[src/rtl/crossbar_route_scheduler.sv]
// Route scheduler for the 4x4 five-switch crossbar: given the desired output
// index for each of the four inputs, scans control words 0..31 in ascending
// order and reports the lowest one that realises the routing, or an error code.
module crossbar_route_scheduler #(
    parameter bit PRE_CHECK = 1'b1
) (
    input  logic       clk,
    input  logic       rst,
    input  logic       req_valid,
    output logic       req_ready,
    input  logic [1:0] dst1,
    input  logic [1:0] dst2,
    input  logic [1:0] dst3,
    input  logic [1:0] dst4,
    output logic       rsp_valid,
    input  logic       rsp_ready,
    output logic [1:0] rsp_code,
    output logic [4:0] ctl_out
);

    typedef enum logic [1:0] {IDLE, SEARCH, RESP} state_t;

    localparam logic [1:0] CODE_OK    = 2'b00;
    localparam logic [1:0] CODE_UNRCH = 2'b01;
    localparam logic [1:0] CODE_NPERM = 2'b10;

    state_t     state_q;
    logic [1:0] dst1_q, dst2_q, dst3_q, dst4_q;
    logic [4:0] cnt_q;
    logic [4:0] cand_q;
    logic       hit_q;
    logic       pend_q;
    logic       req_ready_q;
    logic       rsp_valid_q;
    logic [1:0] code_q;
    logic [4:0] ctl_q;

    logic       cand_ok;
    logic       dup;

    // Input label (0..3 = in1..in4) that lands on output position idx.
    function automatic logic [1:0] pick(input logic [1:0] o0, input logic [1:0] o1,
                                        input logic [1:0] o2, input logic [1:0] o3,
                                        input logic [1:0] idx);
        logic [1:0] r;
        case (idx)
            2'd0:    r = o0;
            2'd1:    r = o1;
            2'd2:    r = o2;
            default: r = o3;
        endcase
        return r;
    endfunction

    // Push input labels through the five switches and check every input
    // arrives at its requested output.
    function automatic logic route_ok(input logic [4:0] ctl,
                                      input logic [1:0] d1, input logic [1:0] d2,
                                      input logic [1:0] d3, input logic [1:0] d4);
        logic [1:0] a0, a1, b0, b1, c0, c1, o0, o1, o2, o3;
        a0 = ctl[0] ? 2'd1 : 2'd0;
        a1 = ctl[0] ? 2'd0 : 2'd1;
        b0 = ctl[1] ? 2'd3 : 2'd2;
        b1 = ctl[1] ? 2'd2 : 2'd3;
        c0 = ctl[2] ? b0 : a1;
        c1 = ctl[2] ? a1 : b0;
        o0 = ctl[3] ? c0 : a0;
        o1 = ctl[3] ? a0 : c0;
        o2 = ctl[4] ? b1 : c1;
        o3 = ctl[4] ? c1 : b1;
        return (pick(o0, o1, o2, o3, d1) == 2'd0) && (pick(o0, o1, o2, o3, d2) == 2'd1) &&
               (pick(o0, o1, o2, o3, d3) == 2'd2) && (pick(o0, o1, o2, o3, d4) == 2'd3);
    endfunction

    assign cand_ok = route_ok(cnt_q, dst1_q, dst2_q, dst3_q, dst4_q);
    assign dup     = (dst1_q == dst2_q) || (dst1_q == dst3_q) || (dst1_q == dst4_q) ||
                     (dst2_q == dst3_q) || (dst2_q == dst4_q) || (dst3_q == dst4_q);

    // Request/search/response FSM; candidate results are registered one cycle
    // (hit_q/cand_q) before the decision, and pend_q marks a result is waiting.
    always_ff @(posedge clk) begin
        if (rst) begin
            state_q     <= IDLE;
            req_ready_q <= 1'b1;
            rsp_valid_q <= 1'b0;
            code_q      <= CODE_OK;
            ctl_q       <= 5'd0;
            cnt_q       <= 5'd0;
            pend_q      <= 1'b0;
        end else begin
            case (state_q)
                IDLE: begin
                    if (req_valid && req_ready_q) begin
                        dst1_q      <= dst1;
                        dst2_q      <= dst2;
                        dst3_q      <= dst3;
                        dst4_q      <= dst4;
                        cnt_q       <= 5'd0;
                        pend_q      <= 1'b0;
                        req_ready_q <= 1'b0;
                        state_q     <= SEARCH;
                    end
                end
                SEARCH: begin
                    if (!pend_q && PRE_CHECK && dup) begin
                        // Duplicate destinations can never form a permutation.
                        state_q     <= RESP;
                        rsp_valid_q <= 1'b1;
                        code_q      <= CODE_NPERM;
                        ctl_q       <= 5'd0;
                    end else if (pend_q && hit_q) begin
                        state_q     <= RESP;
                        rsp_valid_q <= 1'b1;
                        code_q      <= CODE_OK;
                        ctl_q       <= cand_q;
                    end else if (pend_q && (cand_q == 5'd31)) begin
                        state_q     <= RESP;
                        rsp_valid_q <= 1'b1;
                        code_q      <= CODE_UNRCH;
                        ctl_q       <= 5'd0;
                    end else begin
                        hit_q  <= cand_ok;
                        cand_q <= cnt_q;
                        pend_q <= 1'b1;
                        if (cnt_q != 5'd31) begin
                            cnt_q <= cnt_q + 5'd1;
                        end
                    end
                end
                RESP: begin
                    if (rsp_ready) begin
                        state_q     <= IDLE;
                        rsp_valid_q <= 1'b0;
                        req_ready_q <= 1'b1;
                    end
                end
                default: begin
                    state_q     <= IDLE;
                    req_ready_q <= 1'b1;
                    rsp_valid_q <= 1'b0;
                end
            endcase
        end
    end

    assign req_ready = req_ready_q;
    assign rsp_valid = rsp_valid_q;
    assign rsp_code  = code_q;
    assign ctl_out   = ctl_q;

endmodule
[config.mk]
export PLATFORM = sky130hd
export DESIGN_NAME = crossbar_route_scheduler
export DESIGN_NICKNAME = d
export VERILOG_FILES = /design/src/rtl/crossbar_route_scheduler.sv
export SDC_FILE = /design/constraint.sdc
export NUM_CORES = 1
export LEC_CHECK = 0
export BUFFER_PORTS_ARGS = -buffer_cell sky130_fd_sc_hd__buf_2
export CAP_MARGIN = 20
export CORE_MARGIN = 2
export CORE_UTILIZATION = 40
export CTS_BUF_LIST = sky130_fd_sc_hd__clkbuf_8
export CTS_CLUSTER_DIAMETER = 200
export DETAILED_ROUTE_END_ITERATION = 8
export GPL_TIMING_DRIVEN = 0
export SYNTH_ARGS = -nofsm -noshare
export SYNTH_HDL_FRONTEND = slang
export SYNTH_SLANG_ARGS = --single-unit
[constraint.sdc]
create_clock -name clk -period 1.8 [get_ports clk]
set_clock_uncertainty 0.15 [all_clocks]
set_input_delay 0.36 -clock clk [delete_from_list [all_inputs] [get_ports clk]]
set_output_delay 0.36 -clock clk [all_outputs]
set_load 0.02 [all_outputs]
Word level (Yosys, flattened, before mapping)
Index checks and enable logic that the tools add are counted.
{"block": "op_classes", "bitwise": 6, "multipliers": 0, "add_sub_neg": 1, "reduce_logical": 29, "n_shift": 0, "order_cmp": 0, "n_eq_ne": 28, "n_div": 0, "muxes": 44}
{"cell": "$mux 5", "count": 8}
{"cell": "$pmux 2 s3", "count": 5}
{"cell": "$mux 2", "count": 14}
{"cell": "$eq 2x2->1 const B", "count": 7}
{"cell": "$mux 1", "count": 13}
{"cell": "$eq 2x1->1 const B", "count": 6}
{"cell": "$eq 2x2->1", "count": 6}
{"cell": "$logic_not 2->1", "count": 6}
{"cell": "$ne 2x2->1 const B", "count": 6}
{"cell": "$reduce_and 3->1", "count": 4}
{"cell": "$pmux 5 s2", "count": 1}
{"cell": "$reduce_and 5->1", "count": 2}
{"cell": "$logic_and 1x1->1", "count": 7}
{"cell": "$not 1->1", "count": 6}
{"cell": "$pmux 1 s3", "count": 2}
{"cell": "$reduce_and 6->1", "count": 1}
{"cell": "$add 5x1->5 const B", "count": 1}
{"cell": "$eq 5x5->1 const B", "count": 1}
{"cell": "$logic_or 1x1->1", "count": 5}
{"cell": "$ne 5x5->1 const B", "count": 1}
{"cell": "$ne 4x4->1 const B", "count": 1}
{"cell": "$reduce_bool 3->1", "count": 1}
{"cell": "$pmux 1 s2", "count": 1}
{"cell": "$reduce_and 2->1", "count": 1}
{"cell": "other kinds (2)", "count": 2}
{"block": "totals", "regBits": 31, "ram_bits": 0, "out_inout_bits": 9, "n_memories": 0, "elab_cells": 121, "rom_bits": 0, "latchBits": 0, "in_bits": 12}

Longest topological paths before layout
{"block": "logic_depth", "depth_word": 9, "depth_mapped": 6, "ltp_nobuf": 6}

Least setup slack after synthesis
OpenSTA, ideal clock, no wires.
{"block": "synth_timing", "kind": "reg-to-reg", "from": "register cnt_q[1]", "to": "register cnt_q[2]", "path_slack_ns": -0.119, "path_stages_with_launch": 7, "synth_period_minus_slack_ns": 1.919, "setup_time_ns": 0.073, "arrival_time_ns": 1.696, "path_buffers": 0, "required_time_ns": 1.577, "cell_sequence": "dfxtp_1 ha_1 and3_1 ha_1 nor4_1 nand4b_1 o211ai_2"}
{"block": "synth_via", "elab_chain_len": 6, "word_cells_on_any_way": 9, "classes_between": "1 x add/sub; 2 x eq/ne; 5 x mux; 1 x reduce/logical"}
{"item": "from (decl)", "line": "29", "rtl": "logic [4:0] cnt_q;"}
{"item": "from (signal assigned)", "line": "126", "rtl": "cnt_q <= cnt_q + 5'd1;"}
{"item": "$add 5x1->5", "line": "126"}
{"item": "$mux 5", "line": "125", "rtl": "if (cnt_q != 5'd31) begin"}
{"item": "$mux 5", "line": "116", "rtl": "end else if (pend_q && (cand_q == 5'd31)) begin"}
{"item": "$mux 5", "line": "111", "rtl": "end else if (pend_q && hit_q) begin"}
{"item": "$mux 5", "line": "105", "rtl": "if (!pend_q && PRE_CHECK && dup) begin"}
{"item": "$pmux 5 s2", "line": "91", "rtl": "case (state_q)"}
Parallel ways exist; a longest one is shown, timed or not. The select of a mux whose other input is x is not followed.
A chain may end at the register's enable or synchronous reset.

Final worst setup path
{"block": "layout_timing", "from": "register dst3_q[0]", "to": "register state_q[0]"}
{"block": "layout_via", "elab_chain_len": 9, "word_cells_on_any_way": 13, "classes_between": "4 x eq/ne; 2 x mux; 7 x reduce/logical"}
{"item": "from (decl)", "line": "28", "rtl": "logic [1:0] dst1_q, dst2_q, dst3_q, dst4_q;"}
{"item": "from (signal assigned)", "line": "96", "rtl": "dst3_q <= dst3;"}
{"item": "$eq 2x2->1", "line": "76", "rtl": "assign dup = (dst1_q == dst2_q) || (dst1_q == dst3_q) || (dst1_q == dst4_q) ||"}
{"item": "$logic_or 1x1->1 (3 in series)", "line": "76"}
{"item": "$logic_or 1x1->1", "line": "77", "rtl": "(dst2_q == dst3_q) || (dst2_q == dst4_q) || (dst3_q == dst4_q);"}
{"item": "$logic_or 1x1->1 *", "line": "77"}
{"item": "$logic_and 1x1->1 *", "line": "105"}
{"item": "$ne 4x4->1 (no line) / $mux 2 (equally long branches)"}
{"item": "$reduce_and 3->1 (no line) / $pmux 2 s3 (equally long branches)"}
{"item": "to (signal assigned)", "line": "83", "rtl": "state_q <= IDLE;"}
{"item": "to (signal assigned)", "line": "107", "rtl": "state_q <= RESP;"}
{"item": "to (signal assigned)", "line": "112", "rtl": "state_q <= RESP;"}
{"item": "to (decl)", "line": "27", "rtl": "state_t state_q;"}
Mark *: on every way between the ends. The rest lies on a longest branch, timed or not.

==> impl_results.md <==
* Outcome: finished, violations left
* Failing checks: setup timing
* Fin cells at 262
* Via count at 1390
* GRT Overall Usage at 16.4%
* Residual DRC at 0
* CP Capture Point: state_q[0]
* Starting Density at 42.2%
* N_diodes at 0
* Least-Margin Pin Slew at 0.514 ns
* Comb power frac at 22.7%
* CTS Buf Count at 5
* DP Cell Count at 240
* CP max FO at 7
* Die Width at 69.4 um
* # rows at 23
* HP Class: primary input to register
* Period utilisation layout at 110%
* IO Count at 21
* Sw power at 465 uW
* Top cell type's share of synthesized area at 24.6%
* Largest area contributor in the netlist: edfxtp_1
* Number of port buffers at 20
* WP data arrival at 1.99 ns
* Vias in the first global route at 1424
* Setup-failing EPs final at 21
* GPL Wtd Cong at 0.794
* CP required at 1.82 ns
* Clock buffer depth at 2
* ANT nets after route at 0
* Sequential element share of the synthesized area at 44.5%
* DR iter-0 viols at 49
* HPWL after detailed placement at 2.52 mm
* Synth Warn # at 0
* Net Sw Frac at 28.0%
* Largest cells by area after synthesis: edfxtp_1, dfxtp_1, xor2_1, nand3_1, nand2_1
* Clock tree from TritonCTS: built
* CP Launch Point: dst3_q[0]
* Setup_tns at -1.99 ns
* CTS Hold Bufs at 0
* Syn Nets at 184
* Final worst path period need at 1.97 ns
* DP Worst Slack at -0.334 ns
* Setup crit start kind: register
* Lkg Pwr at 0.000924 uW
* GR Overflow Total at 0
* Pint at 1190 uW
* DP Area at 0.00188 mm^2
* Post-Syn Area at 0.00171 mm^2
* R2R setup slack at -0.17 ns
* Final hold violation count at 0
* Max-Cap Viols at 0
* Clk root buf: clkbuf_8
* Via-to-Cell Ratio at 5.31
* Fmax at 0.507 GHz
* Die ar. at 0.00481 mm^2
* Wirelength, routed at 3.97 mm
* Sequential share of power at 46.7%
* Drt first pass iters at 4
* Pin count of the biggest net entering global routing at 11
* Initial antenna violation count at 0
* Synth unique cells at 44
* Layout area overhead at 41.1%
* Power Density at 688 mW/mm^2
* Worst reg2reg path endpoint: state_q[0]
* Synth Area per Inst at 10.1 um^2
* Most frequent cell after synthesis: dfxtp_1
* CP Capture Type: register
* Setup ws final at -0.173 ns
* RSZ-0062 raised after global routing: true
* Final Net Count at 225
* First-pass GRT wire length at 6.27 mm
* Routed len/inst at 15.2 um
* Worst skew pair latency at 0.28 ns
* Die Ht at 69.4 um
* Clk pin slew, worst setup/hold paths at 0.06 ns
* Reg2reg start: dst3_q[0]
* Clock power frac at 30.6%
* Layout Utilization at 59.5%
* Post-synth EDFFs at 14
* Setup CP Type: register to register
* Slew margin rel. at 65.8%
* FFs w/ async S/R, synth at 0%
* Max IR drop VDD at 0.000494 V
* Share of layout cells above drive strength 1 at 43.4%
* Fin area at 0.00241 mm^2
* Clock Sinks at 31
* H-Tree Depth at 2
* Synth Instances at 170
* Post-synth top flop: dfxtp_1
* Reg2reg path depth at 7
* Core area at 0.00406 mm^2
* Flop and latch count out of synthesis at 31
* Top cells by count, synth: dfxtp_1, xor2_1, nand3_1
* Pins over their slew limit at 0
==> area by class of cell <==
cell class | instances | area (um^2)
multi-input cells | 121 | 1140
clock inverters | 3 | 12.5
well taps | 50 | 62.6
inverters | 2 | 7.51
clock buffers | 5 | 68.8
fillers | 319 | 1640
plain buffers | 16 | 135
repair buffers | 34 | 224
flip-flops and latches | 31 | 762
==> per-stage QoR <==
stage / power (uW) / hold slack (ns)
floorplan: 967 / 0.259
global placement: 1020 / 0.271
detailed placement: 1020 / 0.279
CTS: 1600 / 0.0968
global route: 1730 / 0.0958
finish: 1660 / 0.105
==> repair_timing <==
| item | CTS | global route |
|---|---|---|
| setup buffers | 9 | 5 |
| pin swaps | 22 | 13 |
| endpoints found under the setup margin | 29 | 31 |
| gates resized for setup | 32 | 21 |
| gates cloned | 0 | 0 |
==> worst max-delay path, cell delays in order (launching register included) <==
cell      delay, ns
edfxtp_1       0.37
buf_6          0.17
xor2_4         0.19
o22ai_4        0.22
buf_4          0.15
nor4_2         0.03
o211a_2        0.35
or2_1          0.22
==> metal layers <==
| layer | vias up | GRT usage, % | routed length (um) |
|---|---|---|---|
| met5 | - | 0 | 0 |
| met3 | 4 | 4.36 | 133 |
| met4 | 0 | 6.10 | 38 |
| li1 | 684 | - | - |
| met1 | 674 | 17.6 | 1630 |
| met2 | 28 | 30.6 | 2180 |
==> state kept, by name, summed over array words and instances, names as in the netlist <==
name and cells:
dst2_q 2, dst1_q 2, rsp_code 2, req_ready 1
dst4_q 2, ctl_out 5, dst3_q 2, rsp_valid 1
pend_q 1, cnt_q 5, state_q 2, cand_q 5
hit_q 1
==> power groups by stage <==
stage          Combinational, uW  Clock, uW  Sequential, uW
2_1_floorplan                172          0             795
3_3_place_gp                 230          0             788
3_5_place_dp                 235          0             789
4_1_cts                      308        520             774
5_1_grt                      403        549             778
6_report                     377        507             775
==> cell usage in the layout, fill, tap and decap left out, types with 3 or more instances in the layout <==
cell type   n
nand3_1    10
xor2_4     10
nand3_2     5
buf_6      14
o21ai_1     5
o22ai_4     3
nand2_1    13
a31oi_1     4
nor2b_1     3
buf_4      10
edfxtp_1   14
clkbuf_1    3
nor3_1      3
clkbuf_8    5
xor2_1      4
a21oi_1     7
nor2_1     11
dfxtp_1    16
inv_1       4
buf_2      23
xnor2_1     3
==> kinds of logic (layout without fill, tap and decap cells) <==
logic type / count (synthesis) / count (layout) / synth area share, %
adder cells (fa/ha/maj): 2 / 2 / 1.46
AND/OR/NAND/NOR: 63 / 63 / 19.0
XOR/XNOR: 20 / 20 / 10.2
multiplexers: 2 / 2 / 1.24
buffers and inverters: 18 / 60 / 7.24
flip-flops: 31 / 31 / 44.5
AO/OA/AOI/OAI: 34 / 34 / 16.3
==> worst min path at each step <==
| stage | from | endpoint | depth (start not counted) | slack, ns |
|---|---|---|---|---|
| after floorplan | cnt_q[3] | cand_q[3] | 0 | 0.26 |
| after global placement | cnt_q[3] | cand_q[3] | 0 | 0.27 |
| after detailed placement | cnt_q[3] | cand_q[3] | 0 | 0.28 |
| after CTS | dst4[1] | dst4_q[1] | 1 | 0.1 |
| after global routing | dst4[0] | dst4_q[0] | 1 | 0.1 |
| final | dst4[1] | dst4_q[1] | 1 | 0.10 |
No activity file was read; power rests on OpenSTA's default activity.
